File: config.mk
export PLATFORM = sky130hd
export DESIGN_NAME = note_stack_decoder
export DESIGN_NICKNAME = d
export VERILOG_FILES = /design/src/rtl/note_stack_decoder.sv
export SDC_FILE = /design/constraint.sdc
export NUM_CORES = 1
export LEC_CHECK = 0
export CORE_MARGIN = 8
export CORE_UTILIZATION = 50
export DETAILED_ROUTE_END_ITERATION = 16
export GPL_TIMING_DRIVEN = 0
export HOLD_SLACK_MARGIN = 0.03
export PLACE_DENSITY = 0.79
export SETUP_SLACK_MARGIN = 0.2
export SYNTH_ARGS = -nofsm -noshare
export SYNTH_HDL_FRONTEND = slang
export SYNTH_SLANG_ARGS = --single-unit
File: constraint.sdc
create_clock -name clk -period 3.2 [get_ports clk]
set_input_delay 0.64 -clock clk [delete_from_list [all_inputs] [get_ports clk]]
set_output_delay 0.64 -clock clk [all_outputs]
set_load 0.01 [all_outputs]
File: src/rtl/note_stack_decoder.sv
// PS/2 scancode decoder: prefix FSM, shift-resolved sharps, last-note-priority stack and
// keyboard-stepped octave, driving the tone generator's note/octave/gate and event strobes.
module note_stack_decoder #(
    parameter int unsigned STACK_DEPTH = 4,
    parameter int unsigned OCT_MIN     = 0,
    parameter int unsigned OCT_MAX     = 7,
    parameter int unsigned OCT_RESET   = 4
) (
    input  logic       clk,
    input  logic       rst,
    input  logic [7:0] scan_code,
    input  logic       scan_valid,
    output logic [3:0] note,
    output logic [2:0] octave,
    output logic       gate,
    output logic       note_change,
    output logic       overflow
);

    localparam int unsigned CNT_W = $clog2(STACK_DEPTH + 1);
    localparam logic [CNT_W-1:0] CNT_FULL = CNT_W'(STACK_DEPTH);
    localparam logic [CNT_W-1:0] CNT_ONE  = CNT_W'(1);
    localparam logic [2:0] OCT_LO = 3'(OCT_MIN);
    localparam logic [2:0] OCT_HI = 3'(OCT_MAX);

    typedef enum logic [1:0] {StIdle, StBrk, StExt, StExtBrk} state_e;
    typedef enum logic [2:0] {KNone, KNote, KShiftL, KShiftR, KOctDn, KOctUp} kind_e;

    typedef struct packed {
        logic [2:0] key;
        logic [3:0] note;
    } entry_t;

    // Key ids: C=0 D=1 E=2 F=3 G=4 A=5 B=6; a sharp is one index below its natural.
    function automatic logic [3:0] resolve_note(input logic [2:0] key, input logic sharp);
        logic [3:0] nat;
        case (key)
            3'd0:    nat = 4'd12;
            3'd1:    nat = 4'd10;
            3'd2:    nat = 4'd8;
            3'd3:    nat = 4'd7;
            3'd4:    nat = 4'd5;
            3'd5:    nat = 4'd3;
            default: nat = 4'd1;
        endcase
        if (sharp && key != 3'd2 && key != 3'd6) begin
            return nat - 4'd1;
        end
        return nat;
    endfunction

    state_e                   state_q, state_d;
    entry_t [STACK_DEPTH-1:0] stack_q, stack_d;
    logic   [CNT_W-1:0]       count_q, count_d;
    logic   [2:0]             oct_q, oct_d;
    logic                     shift_l_q, shift_l_d;
    logic                     shift_r_q, shift_r_d;
    logic                     change_q, change_d;
    logic                     ovf_q, ovf_d;

    kind_e            kind;
    logic [2:0]       key_id;
    logic             is_make;
    logic             is_break;
    logic             hit;
    logic [CNT_W-1:0] hit_idx;
    logic [3:0]       new_note;
    logic [3:0]       cur_note;
    logic [3:0]       nxt_note;

    always_comb begin
        kind   = KNone;
        key_id = 3'd0;
        case (scan_code)
            8'h21:   begin kind = KNote; key_id = 3'd0; end
            8'h23:   begin kind = KNote; key_id = 3'd1; end
            8'h24:   begin kind = KNote; key_id = 3'd2; end
            8'h2B:   begin kind = KNote; key_id = 3'd3; end
            8'h34:   begin kind = KNote; key_id = 3'd4; end
            8'h1C:   begin kind = KNote; key_id = 3'd5; end
            8'h32:   begin kind = KNote; key_id = 3'd6; end
            8'h12:   kind = KShiftL;
            8'h59:   kind = KShiftR;
            8'h1A:   kind = KOctDn;
            8'h22:   kind = KOctUp;
            default: kind = KNone;
        endcase
    end

    always_comb begin
        state_d  = state_q;
        is_make  = 1'b0;
        is_break = 1'b0;
        if (scan_valid) begin
            case (state_q)
                StIdle: begin
                    if (scan_code == 8'hF0) begin
                        state_d = StBrk;
                    end else if (scan_code == 8'hE0) begin
                        state_d = StExt;
                    end else begin
                        is_make = 1'b1;
                    end
                end
                StBrk: begin
                    is_break = 1'b1;
                    state_d  = StIdle;
                end
                StExt:   state_d = (scan_code == 8'hF0) ? StExtBrk : StIdle;
                default: state_d = StIdle;
            endcase
        end
    end

    // Keys on the stack are unique, so the first match is the only one.
    always_comb begin
        hit     = 1'b0;
        hit_idx = '0;
        for (int unsigned i = 0; i < STACK_DEPTH; i++) begin
            if (!hit && CNT_W'(i) < count_q && stack_q[i].key == key_id) begin
                hit     = 1'b1;
                hit_idx = CNT_W'(i);
            end
        end
    end

    assign new_note = resolve_note(key_id, shift_l_q | shift_r_q);

    always_comb begin
        stack_d   = stack_q;
        count_d   = count_q;
        oct_d     = oct_q;
        shift_l_d = shift_l_q;
        shift_r_d = shift_r_q;
        ovf_d     = 1'b0;
        if (is_make) begin
            case (kind)
                KNote: begin
                    if (!hit) begin
                        if (count_q == CNT_FULL) begin
                            for (int unsigned i = 0; i < STACK_DEPTH - 1; i++) begin
                                stack_d[i] = stack_q[i + 1];
                            end
                            stack_d[STACK_DEPTH-1].key  = key_id;
                            stack_d[STACK_DEPTH-1].note = new_note;
                            ovf_d = 1'b1;
                        end else begin
                            for (int unsigned i = 0; i < STACK_DEPTH; i++) begin
                                if (CNT_W'(i) == count_q) begin
                                    stack_d[i].key  = key_id;
                                    stack_d[i].note = new_note;
                                end
                            end
                            count_d = count_q + CNT_ONE;
                        end
                    end
                end
                KShiftL: shift_l_d = 1'b1;
                KShiftR: shift_r_d = 1'b1;
                KOctDn:  if (oct_q != OCT_LO) oct_d = oct_q - 3'd1;
                KOctUp:  if (oct_q != OCT_HI) oct_d = oct_q + 3'd1;
                default: ;
            endcase
        end else if (is_break) begin
            case (kind)
                KNote: begin
                    if (hit) begin
                        // Close the gap left by the released key, preserving order.
                        for (int unsigned i = 0; i < STACK_DEPTH - 1; i++) begin
                            if (CNT_W'(i) >= hit_idx) begin
                                stack_d[i] = stack_q[i + 1];
                            end
                        end
                        stack_d[STACK_DEPTH-1] = '0;
                        count_d = count_q - CNT_ONE;
                    end
                end
                KShiftL: shift_l_d = 1'b0;
                KShiftR: shift_r_d = 1'b0;
                default: ;
            endcase
        end
    end

    always_comb begin
        cur_note = 4'd0;
        nxt_note = 4'd0;
        for (int unsigned i = 0; i < STACK_DEPTH; i++) begin
            if (CNT_W'(i + 1) == count_q) cur_note = stack_q[i].note;
            if (CNT_W'(i + 1) == count_d) nxt_note = stack_d[i].note;
        end
        change_d = {nxt_note, oct_d} != {cur_note, oct_q};
    end

    always_ff @(posedge clk or posedge rst) begin
        if (rst) begin
            state_q   <= StIdle;
            stack_q   <= '0;
            count_q   <= '0;
            oct_q     <= 3'(OCT_RESET);
            shift_l_q <= 1'b0;
            shift_r_q <= 1'b0;
            change_q  <= 1'b0;
            ovf_q     <= 1'b0;
        end else begin
            state_q   <= state_d;
            stack_q   <= stack_d;
            count_q   <= count_d;
            oct_q     <= oct_d;
            shift_l_q <= shift_l_d;
            shift_r_q <= shift_r_d;
            change_q  <= change_d;
            ovf_q     <= ovf_d;
        end
    end

    assign note        = cur_note;
    assign octave      = oct_q;
    assign gate        = count_q != '0;
    assign note_change = change_q;
    assign overflow    = ovf_q;

endmodule

# Yosys cells after proc, flatten, opt, wreduce, memory -nomap -nowiden
# Cells that the tools add are included.
dict set report totals {
  reg_bits 40
  latch_bits 0
  ram_bits 0
  rom_bits 0
  inputBits 11
  out_inout_bits 10
  word_cells 174
  memories 0
}
dict set report op_classes {
  addsub 5
  n_mul 0
  div_mod_pow 0
  order_cmp 7
  n_eq_ne 48
  shift 0
  mux 68
  bitwise 1
  reduce_logical 30
}
# op count
set ops {}
lappend ops {{$mux W28} 7}
lappend ops {{$eq A8 B6 Y1 const B} 7}
lappend ops {{$mux W7} 7}
lappend ops {{$mux W4} 10}
lappend ops {{$mux W3} 12}
lappend ops {{$eq A8 B5 Y1 const B} 3}
lappend ops {{$mux W1} 24}
lappend ops {{$pmux W4 S6} 1}
lappend ops {{$pmux W3 S6} 1}
lappend ops {{$reduce_and A6 Y1} 3}
lappend ops {{$eq A8 B8 Y1 const B} 2}
lappend ops {{$eq A3 B3 Y1 const B} 5}
lappend ops {{$pmux W3 S5} 1}
lappend ops {{$eq A2 B3 Y1 const A} 4}
lappend ops {{$eq A3 B2 Y1 const B} 4}
lappend ops {{$eq A3 B3 Y1} 4}
lappend ops {{$ne A3 B1 Y1 const B} 4}
lappend ops {{$reduce_bool A2 Y1} 5}
lappend ops {{$logic_and A1 B1 Y1} 9}
lappend ops {{$ne A3 B3 Y1 const B} 3}
lappend ops {{$eq A8 B7 Y1 const B} 1}
lappend ops {{$ne A7 B7 Y1} 1}
lappend ops {{$reduce_or A7 Y1} 1}
lappend ops {{$add A3 B1 Y3 const B} 2}
lappend ops {{other kinds (23)} 38}

# Logic depth before layout (Yosys ltp)
dict set report logic_depth {
  depth_word 28
  ltp_mapped 17
  ltp_nobuf 15
}

# Worst setup path after synthesis
# OpenSTA, ideal clock, no wires.
dict set report synth_timing {
  path_type {input to register}
  from {in scan_code[6]}
  to {reg change_q (netlist: note_change)}
  setup_time_ps 139
  arrival_ps 4046
  required_time_ps 3061
  setup_slack_ps -984
  cell_stages 15
  path_buffers 1
  path_cell_list {buf_6 -> nor4b_4 -> nand2_2 -> nand2_2 -> inv_4 -> mux2_4 -> o211a_2 -> nor4_4 -> a41oi_2 -> xnor2_2 -> mux2_1 -> a211oi_1 -> xnor2_1 -> or2_0 -> or4_1}
}
dict set report synth_between {
  elab_chain_cells 28
  elab_cells_between_ends 93
  cone_classes {1 x add/sub; 3 x order compare; 32 x eq/ne; 43 x mux; 14 x reduce/logical}
}
# element line
set synth_lines {}
lappend synth_lines {{start: declaration} 11} ;# input logic [7:0] scan_code,
lappend synth_lines {{$eq A8 B6 Y1 / $eq A8 B5 Y1 (equally long branches)} 74} ;# case (scan_code)
lappend synth_lines {{$pmux W3 S6} 74}
lappend synth_lines {{$eq A3 B3 Y1} 120} ;# if (!hit && CNT_W'(i) < count_q && stack_q[i].key == key_id) begin
lappend synth_lines {{$logic_and A1 B1 Y1} 120}
lappend synth_lines {{$mux W1} 120}
lappend synth_lines {{$logic_not A1 Y1} 120}
lappend synth_lines {{$logic_and A1 B1 Y1 (2 in series)} 120}
lappend synth_lines {{$mux W1} 120}
lappend synth_lines {{[9 not listed]} n/a}
lappend synth_lines {{$mux W7} 170} ;# if (CNT_W'(i) >= hit_idx) begin
lappend synth_lines {{$mux W28} 167} ;# if (hit) begin
lappend synth_lines {{$mux W28} 165} ;# case (kind)
lappend synth_lines {{$mux W28} 164} ;# end else if (is_break) begin
lappend synth_lines {{$mux W28} 136} ;# if (is_make) begin
lappend synth_lines {{$mux W4 (4 in series)} 190} ;# if (CNT_W'(i + 1) == count_d) nxt_note = stack_d[i].note;
lappend synth_lines {{$ne A7 B7 Y1 *} 192} ;# change_d = {nxt_note, oct_d} != {cur_note, oct_q};
lappend synth_lines {{named net change_d} 58} ;# logic change_q, change_d;
lappend synth_lines {{end signal: assignment} 212} ;# change_q <= change_d;
lappend synth_lines {{end: declaration} 58}
# Mark *: on every way through the listed nets, which the timed path passes. The rest lies on a longest branch. The select of a mux whose other input is x is not followed.
# A chain may end at the register's enable or synchronous reset.

# Final worst setup path
dict set report layout_timing {
  from {in scan_code[3]}
  to {reg change_q (netlist: note_change)}
}
# Same word-level chain as after synthesis.

==> results by group <==
Run status
  • Status: finished, violations left
  • Failing checks: setup timing

Finish
  • Final #Nets: 564
  • Share of cells above drive strength 1: 0.335
  • Ant diodes: 0
  • Non-Filler Instances: 645
  • Area Overhead vs Synth: 35.0%
  • Util after Layout: 0.681
  • Most common library cell in the layout ignoring fill and taps: nand2_1
  • Layout fillers: 526
  • Design Area, Final: 5150 um^2
  • Commonest cells after routing, fill and taps aside: nand2_1 (52), buf_4 (44), dfrtp_1 (36), nor2_1 (30), o21ai_0 (23)

Setup path
  • CP Max Fanout: 10
  • Crit path max-delay family: simple AND/OR/NAND/NOR gates
  • Setup CP Type: in2reg
  • Largest stage delay, worst path: 0.51 ns
  • Crit Reg-Reg Endpoint: note_change
  • R2r setup slk: -0.67 ns
  • Worst R2R Path Depth: 13
  • Critical path endpoint category: register
  • CP arrival: 4.45 ns
  • Data required time of the worst path: 3.38 ns
  • CP dominant cell by count: buf_4
  • CP Launch Type: primary input
  • Buffers & Inverters on Critical Path: 4
  • CP max stage cell: or4_1
  • Cell-by-cell trace of the critical path: buf_8, buf_4, nor4b_4, o21ai_4, buf_4, a21oi_1, nand4b_1, nand2_1, nor4_4, buf_4, a21oi_2, a22o_1, o32a_1, a2bb2oi_1, xnor2_1, or4_1
  • Reg2reg start: count_q[2]

CTS
  • CTS H-tree depth: 2
  • Skew-Pair Late Insertion Delay: 0.31 ns
  • Hold buffers post-CTS: 0
  • CTS tree: built
  • Total CTS buffers: 5
  • CTS max path bufs: 2
  • Clock Sinks: 40
  • Root Buffer: clkbuf_8
  • Clk slew on worst S/H paths: 0.09 ns

Synthesis
  • Ys Warns: 0
  • Sequential fraction of the synthesis area: 0.262
  • Synthesized instance count: 466
  • Syn Nets: 488
  • Yosys reg bits: 40
  • Synth Flop Type: dfrtp_1
  • Mapped Area: 3820 um^2
  • Asr flop ratio synth: 1.00
  • Synth unique cells: 92
  • Post-synth EDFFs: 0
  • Mapped Avg Cell Area: 8.19 um^2

Die
  • DIE WIDTH: 103 um
  • Row count: 32
  • I/O Pins: 21
  • Chip height: 103 um
  • Total die area: 10700 um^2
  • Starting Density: 0.505
  • Core ar.: 7570 um^2

Routing
  • WL/cell: 21.9 um
  • Routed vias: 4389
  • Vias per cell: 6.80
  • Final wirelength: 14100 um
  • Detail Route Antenna Nets: 0
  • Residual DRC count: 0
  • Pre-antenna DRT Iters: 7
  • 1st-iter DRT viols: 497

Global route
  • Remaining global-route overflow: 0
  • Largest net degree at the start of global routing: 41
  • First-pass GRT wire length: 21000 um
  • Vias in the first global route: 4108
  • Global Route Usage Sum: 0.254
  • Initial antenna violation count: 0

Place
  • Post-DP Area: 4240 um^2
  • Routability congestion estimate: 0.995
  • Post-Place Cells: 586
  • Placement Setup Slack: -2.10 ns
  • IO buf count: 18
  • Detail Placement HPWL: 8780 um

Timing
  • Fin crit period: 4.27 ns
  • RSZ-0062 raised after global routing: yes
  • Final period utilization: 1.33
  • Fmax: 0.234 GHz
  • Worst clock skew: 0.0107 ns
  • Hold Vio Cnt, Final: 0
  • Worst Tran Pin Value: 0.887 ns
  • Max Slew Vio Count: 0
  • Finish-stage setup viols: 17
  • Setup ws final: -1.07 ns
  • Worst hold margin: 0.490 ns
  • Post-route setup TNS: -8.33 ns
  • Slew margin rel.: 0.405

Power
  • Peak supply drop: 0.283 mV
  • P per Cell Area: 624 nW/um^2
  • Static Leakage: 2.07 nW
  • Pwr Total: 3.22 mW

Worst hold path
  • Worst Hold End: shift_r_q
  • HP Class: reg2reg
  • Hold path cells: 2
  • Hold path startpoint: shift_r_q

Run
  • Max-cap violations: 0
worst max-delay path by stage:
stage	start	end	slack (ns)	cells past startpoint
after floorplan	scan_code[6]	note_change	-0.82	15
after global placement	scan_code[4]	note_change	-2.04	16
after detailed placement	scan_code[4]	note_change	-2.10	16
after CTS	scan_code[3]	note_change	-0.86	14
after global routing	scan_code[2]	note_change	-1.29	15
final	scan_code[3]	note_change	-1.07	16
synth_stat cells (all sizes together) (4+ instances only):
cell,instances,share of area
mux2i,14,0.037
a31oi,5,0.0082
o21ai,34,0.046
nor3b,7,0.018
or2,4,0.0066
xnor2,4,0.011
nand2b,9,0.015
inv,23,0.023
nand2,57,0.057
a21oi,25,0.034
buf,11,0.019
nor3,13,0.018
mux2,9,0.028
o211ai,13,0.029
clkbuf,12,0.012
a211oi,13,0.027
nor4,9,0.020
o31ai,5,0.0098
and3,5,0.0082
o22ai,4,0.0066
xor2,5,0.011
nor4b,6,0.023
nor2b,7,0.011
nand3,18,0.025
a22oi,8,0.016
a22o,7,0.016
nor2,34,0.036
ha,11,0.036
a31o,4,0.0092
dfrtp,39,0.26
nand4,7,0.011
metal layers:
metal | GRT usage | up-vias | part of all wire
met5 | 0 | - | 0
met2 | 0.415 | 321 | 0.47
met1 | 0.302 | 2082 | 0.37
met3 | 0.0576 | 93 | 0.10
met4 | 0.145 | 0 | 0.059
li1 | - | 1893 | -
what timing repair did:
action                     CTS  global route
gates resized for setup    107            44
pin swaps                   27            13
buffers inserted            41            10
setup endpoints to repair   37            31
worst reg2reg max path: cells and delay by family, from the launching register on:
family | cells | cell delay [ns]
AO/OA/AOI/OAI | 5 | 0.99
AND/OR/NAND/NOR | 5 | 1.54
flip-flops | 1 | 0.48
buffers and inverters | 1 | 0.28
multiplexers | 1 | 0.31
XOR/XNOR | 1 | 0.14
where the power goes:
group	switching, mW	internal, mW	total [mW]
sequential	0.128	0.586	0.714
combinational	1.12	0.990	2.11
clock	0.213	0.177	0.390
total	1.46	1.75	3.22
kinds of logic after synthesis:
family                   count (synthesis)  share of synthesized area
AO/OA/AOI/OAI                          144                      0.270
XOR/XNOR                                 9                     0.0226
adder cells (fa/ha/maj)                 11                     0.0360
buffers and inverters                   47                     0.0554
flip-flops                              40                      0.262
multiplexers                            23                     0.0642
AND/OR/NAND/NOR                        192                      0.290
registers in the layout (all words and copies together), names as in the netlist:
signal	flops
note_change	1
octave	3
state_q	2
shift_r_q	1
stack_q	28
shift_l_q	1
overflow	1
count_q	3
area by class of cell:
cell class | instances | area [um^2] | share of cell area
Buffer | 23 | 200 | 0.0388
Sequential cell | 40 | 1010 | 0.195
Tap cell | 102 | 128 | 0.0248
Clock inverter | 2 | 13.8 | 0.00267
Clock buffer | 6 | 82.6 | 0.0160
Timing Repair Buffer | 69 | 589 | 0.114
Inverter | 24 | 101 | 0.0197
Multi-Input combinational cell | 379 | 3030 | 0.588
(Power assumes the default switching activity.)
